--- src/rtl/match_controller_pkg.sv ---
// Shared types and constants for the tic-tac-toe match controller.
package match_controller_pkg;

  typedef enum logic [2:0] {
    IDLE,
    PLAY,
    CHECK,
    ROUND_END,
    MATCH_OVER
  } state_e;

  localparam logic [1:0] WIN_NONE = 2'b00;
  localparam logic [1:0] WIN_P0   = 2'b01;
  localparam logic [1:0] WIN_P1   = 2'b10;
  localparam logic [1:0] WIN_DRAW = 2'b11;

  localparam logic [3:0] MAX_MOVES = 4'd9;

  // One-hot per-player code used for acks and the match winner.
  function automatic logic [1:0] player_code(input logic p);
    return p ? 2'b10 : 2'b01;
  endfunction

endpackage

--- src/rtl/match_controller_cycle_timer.sv ---
// Down-counting wait timer: load on start, done while the count sits at terminal value 1.
module match_controller_cycle_timer #(
  parameter int W = 5
) (
  input  logic         clk,
  input  logic         rst_n,
  input  logic         start,
  input  logic [W-1:0] load_val,
  output logic         done
);

  logic [W-1:0] cnt_q, cnt_d;

  always_comb begin
    cnt_d = cnt_q;
    if (start) begin
      cnt_d = load_val;
    end else if (cnt_q != '0) begin
      cnt_d = cnt_q - 1'b1;
    end
  end

  always_ff @(posedge clk or negedge rst_n) begin
    if (!rst_n) begin
      cnt_q <= '0;
    end else begin
      cnt_q <= cnt_d;
    end
  end

  assign done = (cnt_q == W'(1));

endmodule

--- src/rtl/match_controller.sv ---
// Tic-tac-toe match sequencer: turn arbitration, win sampling, scores, round/match control.
//   state      | meaning
//   IDLE       | after reset, waiting for start
//   PLAY       | waiting for the turn player's move request
//   CHECK      | waiting for the checker, then sampling win_signal once
//   ROUND_END  | holding the round result before clearing the board
//   MATCH_OVER | winner declared, everything frozen until start
module match_controller
  import match_controller_pkg::*;
#(
  parameter int WIN_TARGET  = 3,
  parameter int SCORE_W     = 5,
  parameter int CHECK_LAT   = 2,
  parameter int HOLD_CYCLES = 16
) (
  input  logic               clk,
  input  logic               globalReset_n,
  input  logic               start,
  input  logic [1:0]         move_req,
  input  logic [1:0]         win_signal,
  output logic [1:0]         move_ack,
  output logic               turn,
  output logic               board_clear,
  output logic [SCORE_W-1:0] score0,
  output logic [SCORE_W-1:0] score1,
  output logic [SCORE_W-1:0] draws,
  output logic               match_over,
  output logic [1:0]         match_winner
);

  localparam int TMR_MAX = ((CHECK_LAT + 1) > HOLD_CYCLES) ? (CHECK_LAT + 1) : HOLD_CYCLES;
  localparam int TMR_W   = $clog2(TMR_MAX + 1);
  localparam logic [SCORE_W-1:0] SCORE_MAX = '1;
  localparam logic [SCORE_W-1:0] WIN_TGT   = SCORE_W'(WIN_TARGET);

  state_e             state_q, state_d;
  logic               turn_q, turn_d;
  logic               first_q, first_d;
  logic [3:0]         cnt_q, cnt_d;
  logic [SCORE_W-1:0] score0_q, score0_d;
  logic [SCORE_W-1:0] score1_q, score1_d;
  logic [SCORE_W-1:0] draws_q, draws_d;
  logic [1:0]         ack_q, ack_d;
  logic               clear_q, clear_d;
  logic               over_q, over_d;
  logic [1:0]         winner_q, winner_d;

  logic               tmr_start;
  logic [TMR_W-1:0]   tmr_load;
  logic               tmr_done;

  function automatic logic [SCORE_W-1:0] sat_inc(input logic [SCORE_W-1:0] v);
    return (v == SCORE_MAX) ? v : v + 1'b1;
  endfunction

  match_controller_cycle_timer #(.W(TMR_W)) u_timer (
    .clk      (clk),
    .rst_n    (globalReset_n),
    .start    (tmr_start),
    .load_val (tmr_load),
    .done     (tmr_done)
  );

  always_comb begin
    state_d   = state_q;
    turn_d    = turn_q;
    first_d   = first_q;
    cnt_d     = cnt_q;
    score0_d  = score0_q;
    score1_d  = score1_q;
    draws_d   = draws_q;
    over_d    = over_q;
    winner_d  = winner_q;
    ack_d     = 2'b00;
    clear_d   = 1'b0;
    tmr_start = 1'b0;
    tmr_load  = '0;

    unique case (state_q)
      IDLE, MATCH_OVER: begin
        if (start) begin
          clear_d  = 1'b1;
          score0_d = '0;
          score1_d = '0;
          draws_d  = '0;
          cnt_d    = '0;
          first_d  = 1'b0;
          turn_d   = 1'b0;
          over_d   = 1'b0;
          winner_d = 2'b00;
          state_d  = PLAY;
        end
      end
      PLAY: begin
        if (move_req[turn_q]) begin
          ack_d     = player_code(turn_q);
          cnt_d     = cnt_q + 4'd1;
          tmr_start = 1'b1;
          tmr_load  = TMR_W'(CHECK_LAT + 1);
          state_d   = CHECK;
        end
      end
      CHECK: begin
        if (tmr_done) begin
          tmr_load = TMR_W'(HOLD_CYCLES);
          unique case (win_signal)
            WIN_P0:   score0_d = sat_inc(score0_q);
            WIN_P1:   score1_d = sat_inc(score1_q);
            WIN_DRAW: draws_d  = sat_inc(draws_q);
            default: begin
              if (cnt_q >= MAX_MOVES) begin
                draws_d = sat_inc(draws_q);
              end
            end
          endcase
          if (win_signal == WIN_NONE && cnt_q < MAX_MOVES) begin
            turn_d  = ~turn_q;
            state_d = PLAY;
          end else begin
            tmr_start = 1'b1;
            state_d   = ROUND_END;
          end
        end
      end
      ROUND_END: begin
        if (tmr_done) begin
          if (score0_q == WIN_TGT || score1_q == WIN_TGT) begin
            over_d   = 1'b1;
            winner_d = player_code(score1_q == WIN_TGT);
            state_d  = MATCH_OVER;
          end else begin
            clear_d = 1'b1;
            cnt_d   = '0;
            first_d = ~first_q;
            turn_d  = ~first_q;
            state_d = PLAY;
          end
        end
      end
      default: state_d = IDLE;
    endcase
  end

  always_ff @(posedge clk or negedge globalReset_n) begin
    if (!globalReset_n) begin
      state_q  <= IDLE;
      turn_q   <= 1'b0;
      first_q  <= 1'b0;
      cnt_q    <= '0;
      score0_q <= '0;
      score1_q <= '0;
      draws_q  <= '0;
      ack_q    <= 2'b00;
      clear_q  <= 1'b0;
      over_q   <= 1'b0;
      winner_q <= 2'b00;
    end else begin
      state_q  <= state_d;
      turn_q   <= turn_d;
      first_q  <= first_d;
      cnt_q    <= cnt_d;
      score0_q <= score0_d;
      score1_q <= score1_d;
      draws_q  <= draws_d;
      ack_q    <= ack_d;
      clear_q  <= clear_d;
      over_q   <= over_d;
      winner_q <= winner_d;
    end
  end

  assign move_ack     = ack_q;
  assign turn         = turn_q;
  assign board_clear  = clear_q;
  assign score0       = score0_q;
  assign score1       = score1_q;
  assign draws        = draws_q;
  assign match_over   = over_q;
  assign match_winner = winner_q;

endmodule

--- config.mk ---
export PLATFORM = sky130hd
export DESIGN_NAME = match_controller
export DESIGN_NICKNAME = d
export VERILOG_FILES = /design/src/rtl/match_controller_pkg.sv /design/src/rtl/match_controller_cycle_timer.sv /design/src/rtl/match_controller.sv
export SDC_FILE = /design/constraint.sdc
export NUM_CORES = 1
export LEC_CHECK = 0
export ABC_AREA = 1
export ABC_CLOCK_PERIOD_IN_PS = 2700
export CAP_MARGIN = 10
export CORE_MARGIN = 1.5
export CORE_UTILIZATION = 58
export DETAILED_ROUTE_END_ITERATION = 8
export PLACE_DENSITY = 0.95
export SLEW_MARGIN = 20
export SYNTH_ARGS = -nofsm -noshare
export SYNTH_HDL_FRONTEND = slang
export SYNTH_SLANG_ARGS = --single-unit
export TNS_END_PERCENT = 5
--- constraint.sdc ---
create_clock -name clk -period 2.7 [get_ports clk]
set_input_delay 0.27 -clock clk [delete_from_list [all_inputs] [get_ports clk]]
set_output_delay 0.27 -clock clk [all_outputs]
set_load 0.02 [all_outputs]
==> results of run 1 <==
through the flow:
stage,utilization [%],total power (W),area [um^2],hold slack [ps]
final,74.2,0.00201,2490,312
after floorplan,-,0.00131,2040,-25.6
after detailed placement,71.1,0.00153,2390,482
after global routing,74.2,0.00216,2490,350
after CTS,74.2,0.00201,2490,336
after global placement,71.1,0.00148,2390,454
synth_stat cells, drive strengths merged:
| library cell | n |
|---|---|
| dfrtp | 35 |
| inv | 32 |
| a21oi | 7 |
| o21ai | 15 |
| nor3 | 1 |
| or2 | 1 |
| nor3b | 1 |
| nand2 | 84 |
| a21boi | 1 |
| xor2 | 7 |
| a31oi | 2 |
| nand3 | 22 |
| clkinv | 1 |
| ha | 16 |
| xnor2 | 1 |
| nor2 | 36 |
logic make-up (layout without fill, tap and decap cells):
| kind of cell | Yosys count | count (layout) | share of synthesized area (%) |
|---|---|---|---|
| simple gates | 145 | 145 | 31.2 |
| xor+xnor | 8 | 8 | 3.43 |
| flops | 35 | 35 | 42.8 |
| compound gates | 25 | 25 | 6.73 |
| buf+inv | 33 | 70 | 6.06 |
| fa+ha+maj | 16 | 16 | 9.79 |
final timing paths:
kind                       cells after the start               end  slack [ps]       startpoint
min                                            2         score1[3]         310    globalReset_n
max reg2reg                                   10         score1[0]        1010        score1[0]
max in group asynchronous                      2  u_timer.cnt_q[1]        2050    globalReset_n
max                                            1          draws[0]         990         draws[0]
min in group clk                               2   match_winner[1]         520  match_winner[1]
min reg2reg                                    2   match_winner[1]         520  match_winner[1]
registers in the layout, indices dropped and copies added, names as in the netlist:
name / count
match_winner: 2
turn: 1
score0: 5
board_clear: 1
state_q: 3
cnt_q: 4
score1: 5
u_timer.cnt_q: 5
move_ack: 2
match_over: 1
first_q: 1
draws: 5
placed cells by master, fill, tap and decap left out:
| master | netlist | layout |
|---|---|---|
| or2_1 | 1 | 1 |
| xor2_1 | 7 | 7 |
| buf_4 | 0 | 1 |
| a21boi_1 | 1 | 1 |
| clkinv_1 | 1 | 1 |
| xnor2_1 | 1 | 1 |
| a31oi_1 | 2 | 2 |
| inv_1 | 27 | 27 |
| nand3_4 | 1 | 1 |
| clkdlybuf4s50_1 | 0 | 28 |
| nand3_2 | 1 | 1 |
| o21ai_0 | 8 | 8 |
| nor2_4 | 2 | 2 |
| nand2_2 | 6 | 6 |
| nor3_1 | 1 | 1 |
| bufinv_16 | 0 | 2 |
| clkbuf_4 | 0 | 5 |
| nand2_1 | 78 | 78 |
| nand3_1 | 20 | 20 |
| clkinvlp_4 | 0 | 1 |
| a21oi_2 | 2 | 2 |
| ha_1 | 16 | 16 |
| inv_2 | 5 | 5 |
| dfrtp_1 | 35 | 35 |
| a21oi_1 | 5 | 5 |
| nor2_1 | 30 | 30 |
| nor3b_1 | 1 | 1 |
| o21ai_1 | 7 | 7 |
| nor2_2 | 4 | 4 |
power groups by stage:
| stage | registers (W) | logic, W | clock network [W] |
|---|---|---|---|
| after floorplan | 0.000732 | 0.000578 | 0 |
| after global placement | 0.000720 | 0.000759 | 0 |
| after detailed placement | 0.000727 | 0.000804 | 0 |
| after CTS | 0.000719 | 0.000812 | 0.000476 |
| after global routing | 0.000733 | 0.000917 | 0.000506 |
| final | 0.000719 | 0.000812 | 0.000478 |
metal layers:
| metal | wire length (um) | GRT usage, % |
|---|---|---|
| met1 | 1890 | 29.7 |
| met2 | 2220 | 44.3 |
| met3 | 218 | 7.57 |
| met4 | 70 | 11.7 |
| met5 | 0 | 0 |
area by class of cell:
cell class                      count  area, um^2
Clock buffer                        5        37.5
Sequential cell                    35         876
Timing Repair Buffer               29         288
Multi-Input combinational cell    194        1040
Fill cell                         261         868
Inverter                           33         124
Tap cell                           46        57.6
Clock inverter                      3        67.6
==> results.yml, run 1 <==
outcome:
  outcome: "finished, final reports clean"
grt:
  grt_overflow: 0
  grt_pass1_vias: 1788
  grt_max_degree: 36
  grt_first_pass_wirelength_um: 7830
  antenna_found_initial: 0
  grt_usage_pct: 25.7
timing:
  fmax_mhz: 584
  setup_viol: 0
  rsz0062_at_grt: "no"
  hold_viol: 0
  fin_crit_ps: 1710
  skew_ps: 22.6
  setup_tns_ps: 0
  tightestPinTransition_ps: 439
  fin_crit_sh_pct: 63.5
  relSlewSlack_pct: 70.8
  layout_setup_ws_ps: 987
  maxSlewViolCount: 0
synth:
  ys_warn_count: 0
  syn_area_per_cell_um2: 7.80
  netlist_instances: 262
  yosys-top-cells-area: "dfrtp_1 43%, nand2_1 14%, ha_1 9.8%"
  synth_top_area_cell: "dfrtp_1"
  syn_area_um2: 2040
  syn_nets: 285
  ys_seq_area_share_pct: 42.8
  synth.distinct_cells: 24
  yosysTopAreaCellShare_pct: 42.8
  synth-seq-cells: 35
worst_setup_path:
  crit_arrival_ps: 1440
  cp_num_buf_inv: 1
  startpoint_type: "register"
  slowest_stage: "clkdlybuf4s50_1"
  crit_path_cell_trace: "clkdlybuf4s50_1"
  critical_path.max_fanout: 5
  cpPeakStageDelay_ps: 640
  crit_family: "buffers and inverters"
  required_ps: 2430
  endpoint_kind: "primary output"
  criticalPathCategory: "register to primary output"
place:
  place_ws_ps: 982
  gp_congestion: 0.860
  dp_hpwl_um: 3260
  place_inst: 337
  port_buffers: 28
min_path:
  holdCritPathClass: "primary input to async pin"
cts:
  cts_buffers: 5
  cts_sinks: 35
  cts_max_level: 2
  worstSkewPairLatency_ps: 350
  cts_tree: "yes"
  post_cts_buffers: 0
  cts_resized: 0
  clock-root-buffer: "clkbuf_4"
  clockBufferDepth: 2
  cts.clk_slew.worst_paths_ps: 130
  ctsHoldBuffers: 0
routing:
  drt_iter0_markers: 120
  drtPass1Iterations: 5
  ant_nets: 0
  drc: 0
  viasPerCell: 5.23
  vias: 1804
  drt-total-wl_um: 4410
  wire_per_inst_um: 12.8
pwr:
  p_clk_share_pct: 23.8
  swShare_pct: 41.0
  power_density_nw_per_um2: 805
  p_leak_nw: 1.28
  ir_worst_vdd_uv: 448
  power_switching_w: 0.000823
  p_int_w: 0.00119
  power_frac_comb_pct: 40.4
  power_frac_seq_pct: 35.8
die:
  core_um2: 3360
  placementRows: 21
  die_area_um2: 3890
  die_w_um: 62.4
  initial_core_util_pct: 60.8
  pin_count: 29
  die_h_um: 62.4
layout:
  post_route_cells_drive_above_1_share_pct: 10.0
  instances_no_fill: 345
  syn_to_final_growth_pct: 22.0
  diodes: 0
  final_nets: 321
run:
  maxCapViolCount: 0
Note: power is estimated with default switching activity, not from simulation.
==> inputs of run 2 (changes only) <==
ABC_CLOCK_PERIOD_IN_PS = 1720   (was 2700)
CORE_UTILIZATION = 54   (was 58)
PLACE_DENSITY = 0.9   (was 0.95)
clock period = 1.72 ns   (was 2.7 ns; I/O delays follow)
==> results.yml, run 2 (same netlist as run 1, synthesis figures left out) <==
outcome:
  outcome: "finished, final reports clean"
die:
  die_area_um2: 4160
  placementRows: 22
  pin_count: 29
  die_w_um: 64.5
  core_um2: 3660
  initial_core_util_pct: 55.8
  die_h_um: 64.5
grt:
  grt_first_pass_wirelength_um: 7470
  grt_pass1_vias: 1773
  grt_usage_pct: 23.9
  grt_overflow: 0
  grt_max_degree: 36
  antenna_found_initial: 0
worst_setup_path:
  endpoint_kind: "register"
  criticalPathCategory: "register to register"
  startpoint_type: "register"
  critical_path.max_fanout: 5
  crit_arrival_ps: 1850
  cpPeakStageDelay_ps: 450
  cp_num_buf_inv: 0
  crit_family: "simple AND/OR/NAND/NOR gates"
  required_ps: 1950
  crit_path_cell_trace: "ha_1, nand2_1, nor2_1, ha_1, nor2_1, nand3_1, nand2_2, nand2_1, o21ai_1"
  slowest_stage: "dfrtp_2"
cts:
  clockBufferDepth: 2
  cts_tree: "yes"
  worstSkewPairLatency_ps: 300
  ctsHoldBuffers: 0
  post_cts_buffers: 0
  cts_max_level: 2
  cts_buffers: 5
  cts_sinks: 35
  clock-root-buffer: "clkbuf_8"
  cts.clk_slew.worst_paths_ps: 70
min_path:
  holdCritPathClass: "primary input to async pin"
routing:
  viasPerCell: 5.15
  drc: 0
  wire_per_inst_um: 12.3
  ant_nets: 0
  drt_iter0_markers: 87
  drt-total-wl_um: 4310
  vias: 1803
  drtPass1Iterations: 4
layout:
  syn_to_final_growth_pct: 23.5
  post_route_cells_drive_above_1_share_pct: 14.2
  final_nets: 324
  final_common_cell: "nand2_1"
  diodes: 0
  final_cell_mix: "73 x nand2_1, 34 x dfrtp_1, 28 x nor2_1, 28 x clkdlybuf4s50_1, 26 x inv_1"
place:
  gp_congestion: 0.912
  dp_hpwl_um: 3160
  place_ws_ps: 56.5
  port_buffers: 28
timing:
  fmax_mhz: 616
  hold_viol: 0
  fin_crit_ps: 1620
  maxSlewViolCount: 0
  setup_viol: 0
  skew_ps: 9.72
  tightestPinTransition_ps: 450
  layout_setup_ws_ps: 97.9
  fin_crit_sh_pct: 94.3
  relSlewSlack_pct: 70.0
  rsz0062_at_grt: "yes"
run:
  maxCapViolCount: 0
pwr:
  p_leak_nw: 1.28
  power_density_nw_per_um2: 1220
  p_clk_share_pct: 20.0
  power_frac_seq_pct: 36.3
  power_switching_w: 0.00135
  finalPower_w: 0.00307
  ir_worst_vdd_uv: 872
  swShare_pct: 43.8
  p_int_w: 0.00173
  power_frac_comb_pct: 43.7
[run 2: cell types whose count changed in the layout (fill, tap and decap cells not counted), moves of 2 or more]
cell and delta:
buf_4 +3, bufinv_16 -2, clkbuf_4 -5, clkbuf_8 +5, nand2_1 -5, nand2_2 +5
nor2_1 -2, nor2_2 +2
[run 2: final timing paths]
kind | start | endpoint | slack, ps | cells past startpoint
worst max-delay path | draws[0] | draws[3] | 100 | 9
worst min-delay path | globalReset_n | board_clear | 280 | 2
worst max register to register | draws[0] | draws[3] | 100 | 9
worst min register to register | match_winner[0] | match_winner[0] | 470 | 2
max in group asynchronous | globalReset_n | draws[0] | 1090 | 2
min in group clk | match_winner[0] | match_winner[0] | 470 | 2
[run 2: per-stage QoR]
step | hold slack [ps] | utilization (%) | setup TNS, ps | instances | area, um^2
after floorplan | -124 | - | 0 | 262 | 2040
after global placement | 455 | 66.0 | 0 | 342 | 2410
after detailed placement | 458 | 66.0 | 0 | 342 | 2410
after CTS | 294 | 68.4 | 0 | 350 | 2500
after global routing | 319 | 69.0 | -167 | 350 | 2520
final | 284 | 69.0 | 0 | 350 | 2520
[run 2: metal layers]
metal / wire length, um / track usage [%] / vias to the layer above
li1: - / - / 902
met1: 1910 / 27.9 / 851
met2: 2090 / 39.8 / 42
met3: 204 / 7.29 / 8
met4: 92 / 12.0 / 0
met5: 0 / 0 / -
[run 2: power groups by stage]
stage | Clock, W | Sequential [W] | Combinational, W
after floorplan | 0 | 0.00115 | 0.000907
after global placement | 0 | 0.00112 | 0.00122
after detailed placement | 0 | 0.00112 | 0.00131
after CTS | 0.000624 | 0.00111 | 0.00131
after global routing | 0.000665 | 0.00114 | 0.00152
final | 0.000614 | 0.00112 | 0.00134
[run 2: cell type report]
cell class / count / area, um^2
sequential: 35 / 877
fill: 291 / 1140
inverter: 33 / 124
clock buffer: 5 / 68.8
multi-input combinational: 194 / 1060
timing repair buffer: 32 / 310
clock inverter: 3 / 20.0
tap: 48 / 60.1
[run 2: what timing repair did]
| item | in CTS | in global routing |
|---|---|---|
| setup endpoints to repair | 0 | 29 |
| gates resized for setup | 0 | 11 |
| hold endpoints to repair | 0 | 0 |
